==> src/rtl/cpu_pkg.sv <==
// Shared CPU-wide constants: program-counter width and return-stack default depth.
package cpu_pkg;

   localparam int unsigned PC_W                 = 12;
   localparam int unsigned RSTACK_DEPTH_DEFAULT = 8;

endpackage : cpu_pkg

==> src/rtl/rstack_mem.sv <==
// Return-stack entry storage: DEPTH x WIDTH registers, one write port, one asynchronous read port.
// Contents are deliberately not reset.
module rstack_mem
   import cpu_pkg::*;
#(
   parameter int unsigned DEPTH = RSTACK_DEPTH_DEFAULT,
   parameter int unsigned WIDTH = PC_W,
   localparam int unsigned AW   = $clog2(DEPTH)
) (
   input  logic             clk,
   input  logic             wr_en_i,
   input  logic [AW-1:0]    wr_addr_i,
   input  logic [WIDTH-1:0] wr_data_i,
   input  logic [AW-1:0]    rd_addr_i,
   output logic [WIDTH-1:0] rd_data_o
);

   logic [WIDTH-1:0] mem_q [DEPTH];

   always_ff @(posedge clk) begin
      if (wr_en_i) begin
         mem_q[wr_addr_i] <= wr_data_i;
      end
   end

   assign rd_data_o = mem_q[rd_addr_i];

endmodule : rstack_mem

==> src/rtl/return_stack.sv <==
// Hardware return-address LIFO for the program counter with full/empty tracking.
// Define RSTACK_ERR_EN to build the sticky overflow/underflow flags; otherwise they read 0.
module return_stack
   import cpu_pkg::*;
#(
   parameter int unsigned DEPTH = RSTACK_DEPTH_DEFAULT,
   parameter int unsigned WIDTH = PC_W
) (
   input  logic                         clk,
   input  logic                         reset,
   input  logic                         push,
   input  logic                         pop,
   input  logic [WIDTH-1:0]             stack_in,
   output logic [WIDTH-1:0]             stack_out,
   output logic [$clog2(DEPTH+1)-1:0]   count,
   output logic                         empty,
   output logic                         full,
   output logic                         overflow,
   output logic                         underflow
);

   localparam int unsigned CW = $clog2(DEPTH + 1);
   localparam int unsigned AW = $clog2(DEPTH);

   logic [CW-1:0]    sp_q, sp_d;
   logic             empty_c, full_c;
   logic             wr_en_c;
   logic [AW-1:0]    wr_addr_c;
   logic [AW-1:0]    rd_addr_c;
   logic [WIDTH-1:0] rd_data_c;

   assign empty_c   = (sp_q == '0);
   assign full_c    = (sp_q == CW'(DEPTH));
   assign rd_addr_c = AW'(sp_q - CW'(1));

   // Push/pop decode: simultaneous push+pop replaces the top, or pushes when empty.
   always_comb begin
      sp_d      = sp_q;
      wr_en_c   = 1'b0;
      wr_addr_c = '0;
      unique case ({push, pop})
         2'b10: begin
            if (!full_c) begin
               wr_en_c   = 1'b1;
               wr_addr_c = AW'(sp_q);
               sp_d      = sp_q + CW'(1);
            end
         end
         2'b01: begin
            if (!empty_c) begin
               sp_d = sp_q - CW'(1);
            end
         end
         2'b11: begin
            wr_en_c = 1'b1;
            if (empty_c) begin
               wr_addr_c = '0;
               sp_d      = CW'(1);
            end else begin
               wr_addr_c = rd_addr_c;
            end
         end
         default: ;
      endcase
   end

   always_ff @(posedge clk) begin
      if (reset) begin
         sp_q <= '0;
      end else begin
         sp_q <= sp_d;
      end
   end

   rstack_mem #(
      .DEPTH (DEPTH),
      .WIDTH (WIDTH)
   ) u_mem (
      .clk       (clk),
      .wr_en_i   (wr_en_c & ~reset),
      .wr_addr_i (wr_addr_c),
      .wr_data_i (stack_in),
      .rd_addr_i (rd_addr_c),
      .rd_data_o (rd_data_c)
   );

   assign stack_out = empty_c ? '0 : rd_data_c;
   assign count     = sp_q;
   assign empty     = empty_c;
   assign full      = full_c;

`ifdef RSTACK_ERR_EN
   logic overflow_q, underflow_q;

   // Sticky error flags; a push+pop while full is a replace, not an overflow.
   always_ff @(posedge clk) begin
      if (reset) begin
         overflow_q  <= 1'b0;
         underflow_q <= 1'b0;
      end else begin
         overflow_q  <= overflow_q  | (push & ~pop & full_c);
         underflow_q <= underflow_q | (pop & empty_c);
      end
   end

   assign overflow  = overflow_q;
   assign underflow = underflow_q;
`else
   assign overflow  = 1'b0;
   assign underflow = 1'b0;
`endif

endmodule : return_stack

==> config.mk <==
export PLATFORM = sky130hd
export DESIGN_NAME = return_stack
export DESIGN_NICKNAME = d
export VERILOG_FILES = /design/src/rtl/cpu_pkg.sv /design/src/rtl/rstack_mem.sv /design/src/rtl/return_stack.sv
export SDC_FILE = /design/constraint.sdc
export NUM_CORES = 1
export LEC_CHECK = 0
export CELL_PAD_IN_SITES_DETAIL_PLACEMENT = 0
export CELL_PAD_IN_SITES_GLOBAL_PLACEMENT = 1
export CORE_MARGIN = 4
export CORE_UTILIZATION = 53
export CTS_CLUSTER_SIZE = 16
export DETAILED_ROUTE_END_ITERATION = 16
export PLACE_DENSITY = 0.91
export SKIP_CTS_REPAIR_TIMING = 1
export SLEW_MARGIN = 20
export SYNTH_ARGS = -nofsm -noshare
export SYNTH_HDL_FRONTEND = slang
export SYNTH_SLANG_ARGS = --single-unit
==> constraint.sdc <==
create_clock -name clk -period 7.95 [get_ports clk]
set_input_delay 1.1925 -clock clk [delete_from_list [all_inputs] [get_ports clk]]
set_output_delay 1.1925 -clock clk [all_outputs]
set_load 0.02 [all_outputs]
==> flow_summary.ini, run 1 <==
[critical_path]
r2r_setup_slack_ps = 4360
worstSetupEndpointType = output pin
r2r_end = u_mem.mem_q[5][11]
cp-start-kind = register
crit_fanout = 35
crit_type = reg -> out
crit-reg2reg-launch = count[0]
crit_arrival_ps = 3390
required_ps = 6760
r2r_cells = 7

[clock_tree]
cts_tree = built
cts_buffers = 9
cts_sinks = 100
clkTransAtPathRegs_ps = 90
clockBufferDepth = 2
worstSkewPairLatency_ps = 360
cts-root-buf = clkbuf_8
ctsHtreeMaxLevel = 3

[logic_synthesis]
yosysSeqAreaShare = 0.6994
synth_area_um2 = 4237
yosys_warnings = 0
synth_cells = 248
synth_xor_area_frac = 0.004135
syn_avg_cell_area_um2 = 17.08
synth_compound_area_frac = 0.06409
synthMuxAreaShare = 0.1326
ys_types = 42
synth_top_family_by_area = multiplexers
synth-simple-area-share = 0.06202
synth-seq-cells = 100
synth_fa_ha_area_frac = 0.005907

[timing]
setup_viol = 0
worst_hold_slack_ps = 568.5
post-route-period-util = 0.5763
drv_slew = 0
finalCriticalPeriod_ps = 4582
relSlewSlack = 0.2948
max_freq_mhz = 218.3
worst_clock_skew_ps = 13.86
finalHoldViolCount = 0
rsz0062_at_grt = no
tns_ps = 0
worst_pin_slew_ps = 1058

[die]
die_height_um = 97.41
start_util = 0.5454
ios = 36
dieArea_um2 = 9488
chipWidth_um = 97.41
core-area_um2 = 7767
num_rows = 32

[pwr]
seqPwrFrac = 0.408
intPower_w = 0.001080
ir_drop_mv = 0.1585
p_clk_frac = 0.178
leakage_nw = 1.574
p_sw_frac = 0.3493
p_sw_w = 0.0005800
power.density_nw_per_um2 = 343.7
combPwrFrac = 0.414

[layout]
antennaDiodeCount = 0
ff_latch_area_um2 = 2967
final_area_um2 = 4831
layout-drive-gt1-share = 0.1818
fin_cells = 388
multi_input_area_um2 = 1146
final_nets = 300
syn_to_final_growth_pct = 14.03
n_fill_cell = 585

[run]
drv_cap = 0

[worst_hold_path]
hp-class = reg -> reg
holdCritStartpoint = count[1]
hold_path_depth = 2
min_to = count[1]

[routing]
drt-initial-drc-count = 291
drt_pass1_iterations = 4
wirelength_um = 7778
post-route-drc-count = 0
vias = 2292
wl_per_cell_um = 20.05
viasPerCell = 5.907
ant_nets = 0

[placement]
place_inst = 373
numPortBuffers = 33
place_area_um2 = 4647
gp_congestion = 0.7473
place_hpwl_um = 4977

[global_routing]
grt_max_degree = 36
track_usage = 0.1737
antenna_found_initial = 0
overflow = 0
grt_pass1_wl_um = 12360
grt_pass1_vias = 2269

[outcome]
status = finished clean
synth_stat cells:
master	instances	area share
edfxtp_1	96	0.68
mux4_2	24	0.13
a211oi_1	1	0.0018
o32ai_1	2	0.0041
nand3b_1	1	0.0018
o311a_1	1	0.0024
clkbuf_1	7	0.0062
nor3_1	1	0.0012
mux2i_1	1	0.0024
buf_2	6	0.0071
o22ai_1	3	0.0044
and2b_1	1	0.0018
dfxtp_1	4	0.019
nor2b_1	1	0.0015
conb_1	1	0.00089
nand3_1	1	0.0012
nor4_1	1	0.0015
nand2_1	18	0.016
mux2_2	1	0.0027
nand2b_1	4	0.0059
or4b_1	1	0.0024
a21bo_1	1	0.0024
o2111ai_1	1	0.0021
or2b_1	1	0.0018
a2111oi_0	1	0.0021
nand4bb_1	1	0.0027
a22o_2	1	0.0024
ha_1	2	0.0059
and3b_1	1	0.0021
inv_1	5	0.0044
a31oi_1	1	0.0015
a21oi_1	2	0.0024
buf_6	3	0.0080
a211o_1	2	0.0041
and2_1	3	0.0044
nor3b_4	1	0.0044
o21ai_0	26	0.031
buf_4	3	0.0053
xnor2_1	2	0.0041
o41ai_2	1	0.0038
nor2_1	13	0.012
nand4b_1	1	0.0021
cells in the final DEF, fill, tap and decap left out, types with 3 or more instances in the layout:
master           Yosys  layout
edfxtp_1            96      96
clkdlybuf4s50_1      0      33
o21ai_0             26      26
mux4_2              24      24
nand2_1             18      18
nor2_1              13      13
clkbuf_8             0       9
buf_4                3       8
inv_1                5       5
nand2b_1             4       4
clkinv_4             0       4
and2_1               3       3
o22ai_1              3       3
dfxtp_1              4       3
state kept, by name (all words and copies together) (netlist names):
register / count
count: 4
u_mem.mem_q: 96
power groups by stage:
stage	registers, W	logic [W]	clock network [W]
finish	0.000678	0.000687	0.000295
detailed placement	0.000692	0.000697	0
CTS	0.000680	0.000699	0.000299
floorplan	0.000648	0.000501	0
global route	0.000692	0.000740	0.000325
global placement	0.000691	0.000691	0
per-layer routing:
metal	up-vias	track usage	routed length, um
met5	-	0	0
met4	0	0.05431	103
met3	11	0.03302	402
met2	67	0.2857	4108
met1	1167	0.2368	3164
li1	1047	-	-
how the worst max path moves through the flow:
stage | cells past startpoint | slack (ps) | start | end
finish | 6 | 3370 | count[0] | stack_out[4]
global placement | 6 | 3350 | count[0] | stack_out[0]
detailed placement | 6 | 3310 | count[0] | stack_out[0]
floorplan | 9 | 4480 | count[0] | stack_out[10]
CTS | 6 | 2910 | count[0] | stack_out[0]
global route | 6 | 3030 | count[0] | stack_out[7]
critical path, cell delays in order, from the launching register on:
cell and delay (ps):
dfxtp_4 720, inv_1 100, ha_1 1010, mux4_2 370, o21ai_0 90, nand2_1 110, clkdlybuf4s50_1 620
final cells by class:
type / instances / area share
Clock inverter: 6 / 0.01191
Timing Repair Buffer: 41 / 0.08081
Sequential cell: 100 / 0.6141
Clock buffer: 9 / 0.02564
Multi-Input combinational cell: 125 / 0.2372
Tap cell: 102 / 0.02642
Inverter: 5 / 0.003885
through the flow:
stage / total power [W] / util / setup slack [ps]
6_report: 0.001660 / 0.6219 / 3368
5_1_grt: 0.001758 / 0.6219 / 3027
4_1_cts: 0.001679 / 0.6216 / 2913
3_5_place_dp: 0.001389 / 0.5983 / 3314
3_3_place_gp: 0.001382 / 0.5983 / 3354
2_1_floorplan: 0.001149 / - / 4479
cell families (layout without fill, tap and decap cells):
logic type               after synthesis  after routing
multiplexers                          26             26
AND/OR/NAND/NOR                       50             50
other                                  1              2
AO/OA/AOI/OAI                         43             43
flip-flops                           100            100
adder cells (fa/ha/maj)                2              2
XOR/XNOR                               2              2
buffers and inverters                 24             61
No activity file was read; power rests on OpenSTA's default activity.
==> run 2, diff against run 1 <==
CORE_UTILIZATION = 44   (was 53)
PLACE_DENSITY = 0.82   (was 0.91)
clock period = 3.9 ns   (was 7.95 ns; I/O delays follow)
==> run 2 against run 1 <==
Compared with the run above: power increased by 110%; via count increased by 2.0%; critical path depth increased by 1; clock power increased by 110%; count of clock-buffer cells in the layout unchanged; global-route usage decreased by 1.7 points; critical path type unchanged.
==> flow_summary.ini, run 2 (synthesized netlist as in run 1, its figures left out) <==
[outcome]
status = finished clean

[placement]
place_hpwl_um = 5203
post-place-ws_ps = 914.4
numPortBuffers = 33
gp_congestion = 0.8196

[timing]
tns_ps = 0
fin_ws_ps = 503.5
worst_hold_slack_ps = 561.4
post-route-period-util = 0.8709
drv_slew = 0
worst_clock_skew_ps = 9.666
setup_viol = 0
finalHoldViolCount = 0
max_freq_mhz = 294.4
relSlewSlack = 0.5646
worst_pin_slew_ps = 653.1
finalCriticalPeriod_ps = 3397
rsz0062_at_grt = no

[layout]
layout_commonest_cell = edfxtp_1
final_cell_mix = edfxtp_1 (96), clkdlybuf4s50_1 (33), o21ai_0 (26), mux4_2 (24), nand2_1 (18)
regMostFlops = u_mem.mem_q
layout-drive-gt1-share = 0.2041
antennaDiodeCount = 0
final_nets = 308
syn_to_final_growth_pct = 16.51
largest_reg_flops = 96

[routing]
drt-initial-drc-count = 172
vias = 2337
drt_pass1_iterations = 4
wl_per_cell_um = 19.83
viasPerCell = 5.525
post-route-drc-count = 0
ant_nets = 0
wirelength_um = 8388

[clock_tree]
worstSkewPairLatency_ps = 360
cts_tree = built
clkTransAtPathRegs_ps = 100
clockBufferDepth = 2
cts_sinks = 100
cts-root-buf = clkbuf_8
cts_buffers = 9
ctsHtreeMaxLevel = 3

[critical_path]
required_ps = 3310
cp-start-kind = register
slowest_stage = ha_1
worstSetupEndpointType = output pin
crit_fanout = 16
crit_path_max_incr_delay_ps = 670
r2r_setup_slack_ps = 960
cp_num_buf_inv = 3
path_cells = inv_1 > ha_1 > buf_12 > mux4_2 > o21ai_0 > nand2_1 > clkdlybuf4s50_1
crit_arrival_ps = 2810
crit_type = reg -> out
critical-path-top-delay-family = buffers and inverters

[global_routing]
track_usage = 0.1572
grt_pass1_vias = 2360
grt_max_degree = 35
overflow = 0
grt_pass1_wl_um = 13070
antenna_found_initial = 0

[die]
chipWidth_um = 106.1
start_util = 0.4542
dieArea_um2 = 11260
num_rows = 35
die_height_um = 106.1
core-area_um2 = 9328
ios = 36

[pwr]
leakage_nw = 1.616
ir_drop_mv = 0.3240
power.density_nw_per_um2 = 706.1
total_power_w = 0.003485

[run]
drv_cap = 0

[worst_hold_path]
hp-class = reg -> reg
run 2: worst paths after layout:
check / start / to / depth (start not counted)
setup / recovery: count[1] / stack_out[2] / 7
hold / removal: count[1] / count[1] / 2
setup reg to reg: count[1] / u_mem.mem_q[0][5] / 7
hold reg to reg: count[1] / count[1] / 2
run 2: per-layer routing:
metal,track usage,share of wire,vias to the layer above
met5,0,0,-
met4,0.05458,0.014,0
met3,0.03400,0.039,8
met2,0.2683,0.52,55
met1,0.1988,0.43,1214
li1,-,-,1060
run 2: power by group:
group          total (W)  switching, W  internal, W
sequential       0.00130     0.0000436      0.00125
combinational    0.00158      0.000827     0.000751
clock           0.000610      0.000370     0.000241
total            0.00349       0.00124      0.00224
run 2: worst register-to-register path: cells and delay by family (launching register included):
family	cells	cell delay, ps
AO/OA/AOI/OAI	1	230
adder cells (fa/ha/maj)	1	400
buffers and inverters	2	340
flip-flops	1	360
AND/OR/NAND/NOR	3	1300
run 2: area by class of cell:
cell class	instances	area, um2
Clock inverter	6	58.81
Inverter	5	18.77
Timing Repair Buffer	49	462.9
Fill cell	760	4392
Clock buffer	9	123.9
Tap cell	129	161.4
Multi-Input combinational cell	125	1146
Sequential cell	100	2964
run 2: through the flow:
stage,instance area (um2),utilization,cells
5_1_grt,4936,0.5292,423
3_5_place_dp,4753,0.5096,408
6_report,4936,0.5292,423
3_3_place_gp,4753,0.5096,408
2_1_floorplan,4240,-,249
4_1_cts,4936,0.5292,423
==> run 3, diff against run 2 <==
CAP_MARGIN = 20   (was not set)
PLACE_DENSITY = not set   (was 0.82)
PLACE_DENSITY_LB_ADDON = 0.15   (was not set)
==> run 3 against run 2 <==
Compared with the run above: count of clock-buffer cells in the layout did not move; sequential power barely moved; power fell by 0.36%; via count fell by 3.0%; global-route usage rose by 0.19 points; clock skew rose by 2.1 ps; combinational power barely moved; largest cell class unchanged; highest routed layer unchanged.
==> flow_summary.ini, run 3 (synthesized netlist as in run 1, its figures left out) <==
[outcome]
status = finished clean

[clock_tree]
cts-root-buf = clkbuf_8
clockBufferDepth = 2
cts_buffers = 9
cts_tree = built
ctsHtreeMaxLevel = 3
cts_sinks = 100
worstSkewPairLatency_ps = 360
clkTransAtPathRegs_ps = 100

[pwr]
combPwrFrac = 0.446
p_sw_w = 0.001253
power.density_nw_per_um2 = 708.6
p_sw_frac = 0.3608
intPower_w = 0.002220
ir_drop_mv = 0.3145
leakage_nw = 1.596
p_clk_frac = 0.180
seqPwrFrac = 0.374

[global_routing]
grt_pass1_vias = 2326
overflow = 0
grt_max_degree = 35
grt_pass1_wl_um = 13250
antenna_found_initial = 0
track_usage = 0.1591

[die]
die_height_um = 106.1
start_util = 0.4542
dieArea_um2 = 11260
chipWidth_um = 106.1
num_rows = 35
ios = 36
core-area_um2 = 9328

[run]
drv_cap = 0

[worst_hold_path]
hp-class = reg -> reg
min_to = count[1]
holdCritStartpoint = count[1]
hold_path_depth = 2

[critical_path]
r2r_cells = 7
crit-reg2reg-launch = count[1]
r2r_setup_slack_ps = 820
worstSetupEndpointType = output pin
cp-start-kind = register
crit_type = reg -> out
r2r_end = u_mem.mem_q[5][6]
crit_fanout = 18
crit_arrival_ps = 2940
required_ps = 3310

[timing]
finalHoldViolCount = 0
rsz0062_at_grt = no
post-route-period-util = 0.9028
finalCriticalPeriod_ps = 3521
tns_ps = 0
worst_clock_skew_ps = 11.79
max_freq_mhz = 284.0
relSlewSlack = 0.5259
drv_slew = 0
setup_viol = 0
worst_pin_slew_ps = 711.2

[layout]
regMostFlops = u_mem.mem_q
antennaDiodeCount = 0
layout-drive-gt1-share = 0.1959
final_nets = 304
final_cell_mix = edfxtp_1 (96), clkdlybuf4s50_1 (33), o21ai_0 (26), mux4_2 (24), nand2_1 (18)
layout_commonest_cell = edfxtp_1
fin_util = 0.5254
n_fill_cell = 812
largest_reg_flops = 96
syn_to_final_growth_pct = 15.68

[routing]
wirelength_um = 8593
post-route-drc-count = 0
ant_nets = 0
vias = 2266
drt-initial-drc-count = 112
viasPerCell = 5.395
drt_pass1_iterations = 4
wl_per_cell_um = 20.46

[placement]
gp_congestion = 0.7901
place_hpwl_um = 5208
numPortBuffers = 33
[run 3: changes by cell type in the layout (fill, tap and decap cells not counted), sizes merged]
cell | previous run | this run
inv | 7 | 8
buf | 16 | 12
[run 3: area by class of cell]
cell class | count | area [um2] | share of cell area
clock buffers | 9 | 123.9 | 0.02527
clock inverters | 7 | 66.31 | 0.01353
inverters | 5 | 18.77 | 0.003829
multi-input cells | 125 | 1146 | 0.2339
flip-flops and latches | 100 | 2964 | 0.6048
well taps | 129 | 161.4 | 0.03293
repair buffers | 45 | 420.4 | 0.08578
[run 3: per-layer routing]
layer	track usage	share of wire	up-vias
met5	0	0	-
met4	0.04995	0.0050	0
met3	0.02732	0.051	6
met2	0.2643	0.51	56
met1	0.2150	0.44	1151
li1	-	-	1053
[run 3: per-stage QoR]
stage | hold WS, ps | area (um2) | setup slack [ps] | total power (W) | cells
after floorplan | 585.8 | 4240 | 956.8 | 0.002342 | 249
after CTS | 563.6 | 4901 | 368.9 | 0.003518 | 420
after global routing | 588.7 | 4901 | 240.1 | 0.003661 | 420
after global placement | 538.2 | 4711 | 805.6 | 0.002887 | 404
final | 568.5 | 4901 | 379.0 | 0.003473 | 420
after detailed placement | 550.5 | 4711 | 775.7 | 0.002893 | 404
[run 3: worst max path at each step]
stage / from / to / slack, ps / depth (start not counted)
detailed placement: count[1] / stack_out[7] / 780 / 6
global route: count[1] / stack_out[2] / 240 / 6
floorplan: count[0] / u_mem.mem_q[1][0] / 960 / 8
global placement: count[1] / stack_out[2] / 810 / 6
CTS: count[1] / stack_out[7] / 370 / 6
finish: count[1] / stack_out[7] / 380 / 6
[run 3: power groups by stage]
stage                     registers (W)  clock network, W  logic, W
after global routing            0.00131          0.000691   0.00166
after CTS                       0.00130          0.000645   0.00157
after floorplan                 0.00132                 0   0.00102
after global placement          0.00132                 0   0.00156
final                           0.00130          0.000625   0.00155
after detailed placement        0.00133                 0   0.00157
[run 3: worst max-delay path, stage by stage (launching register included)]
cell	delay (ps)
dfxtp_1	370
inv_1	90
ha_1	430
and3b_1	700
o21ai_0	260
nand2_1	120
clkdlybuf4s50_1	600
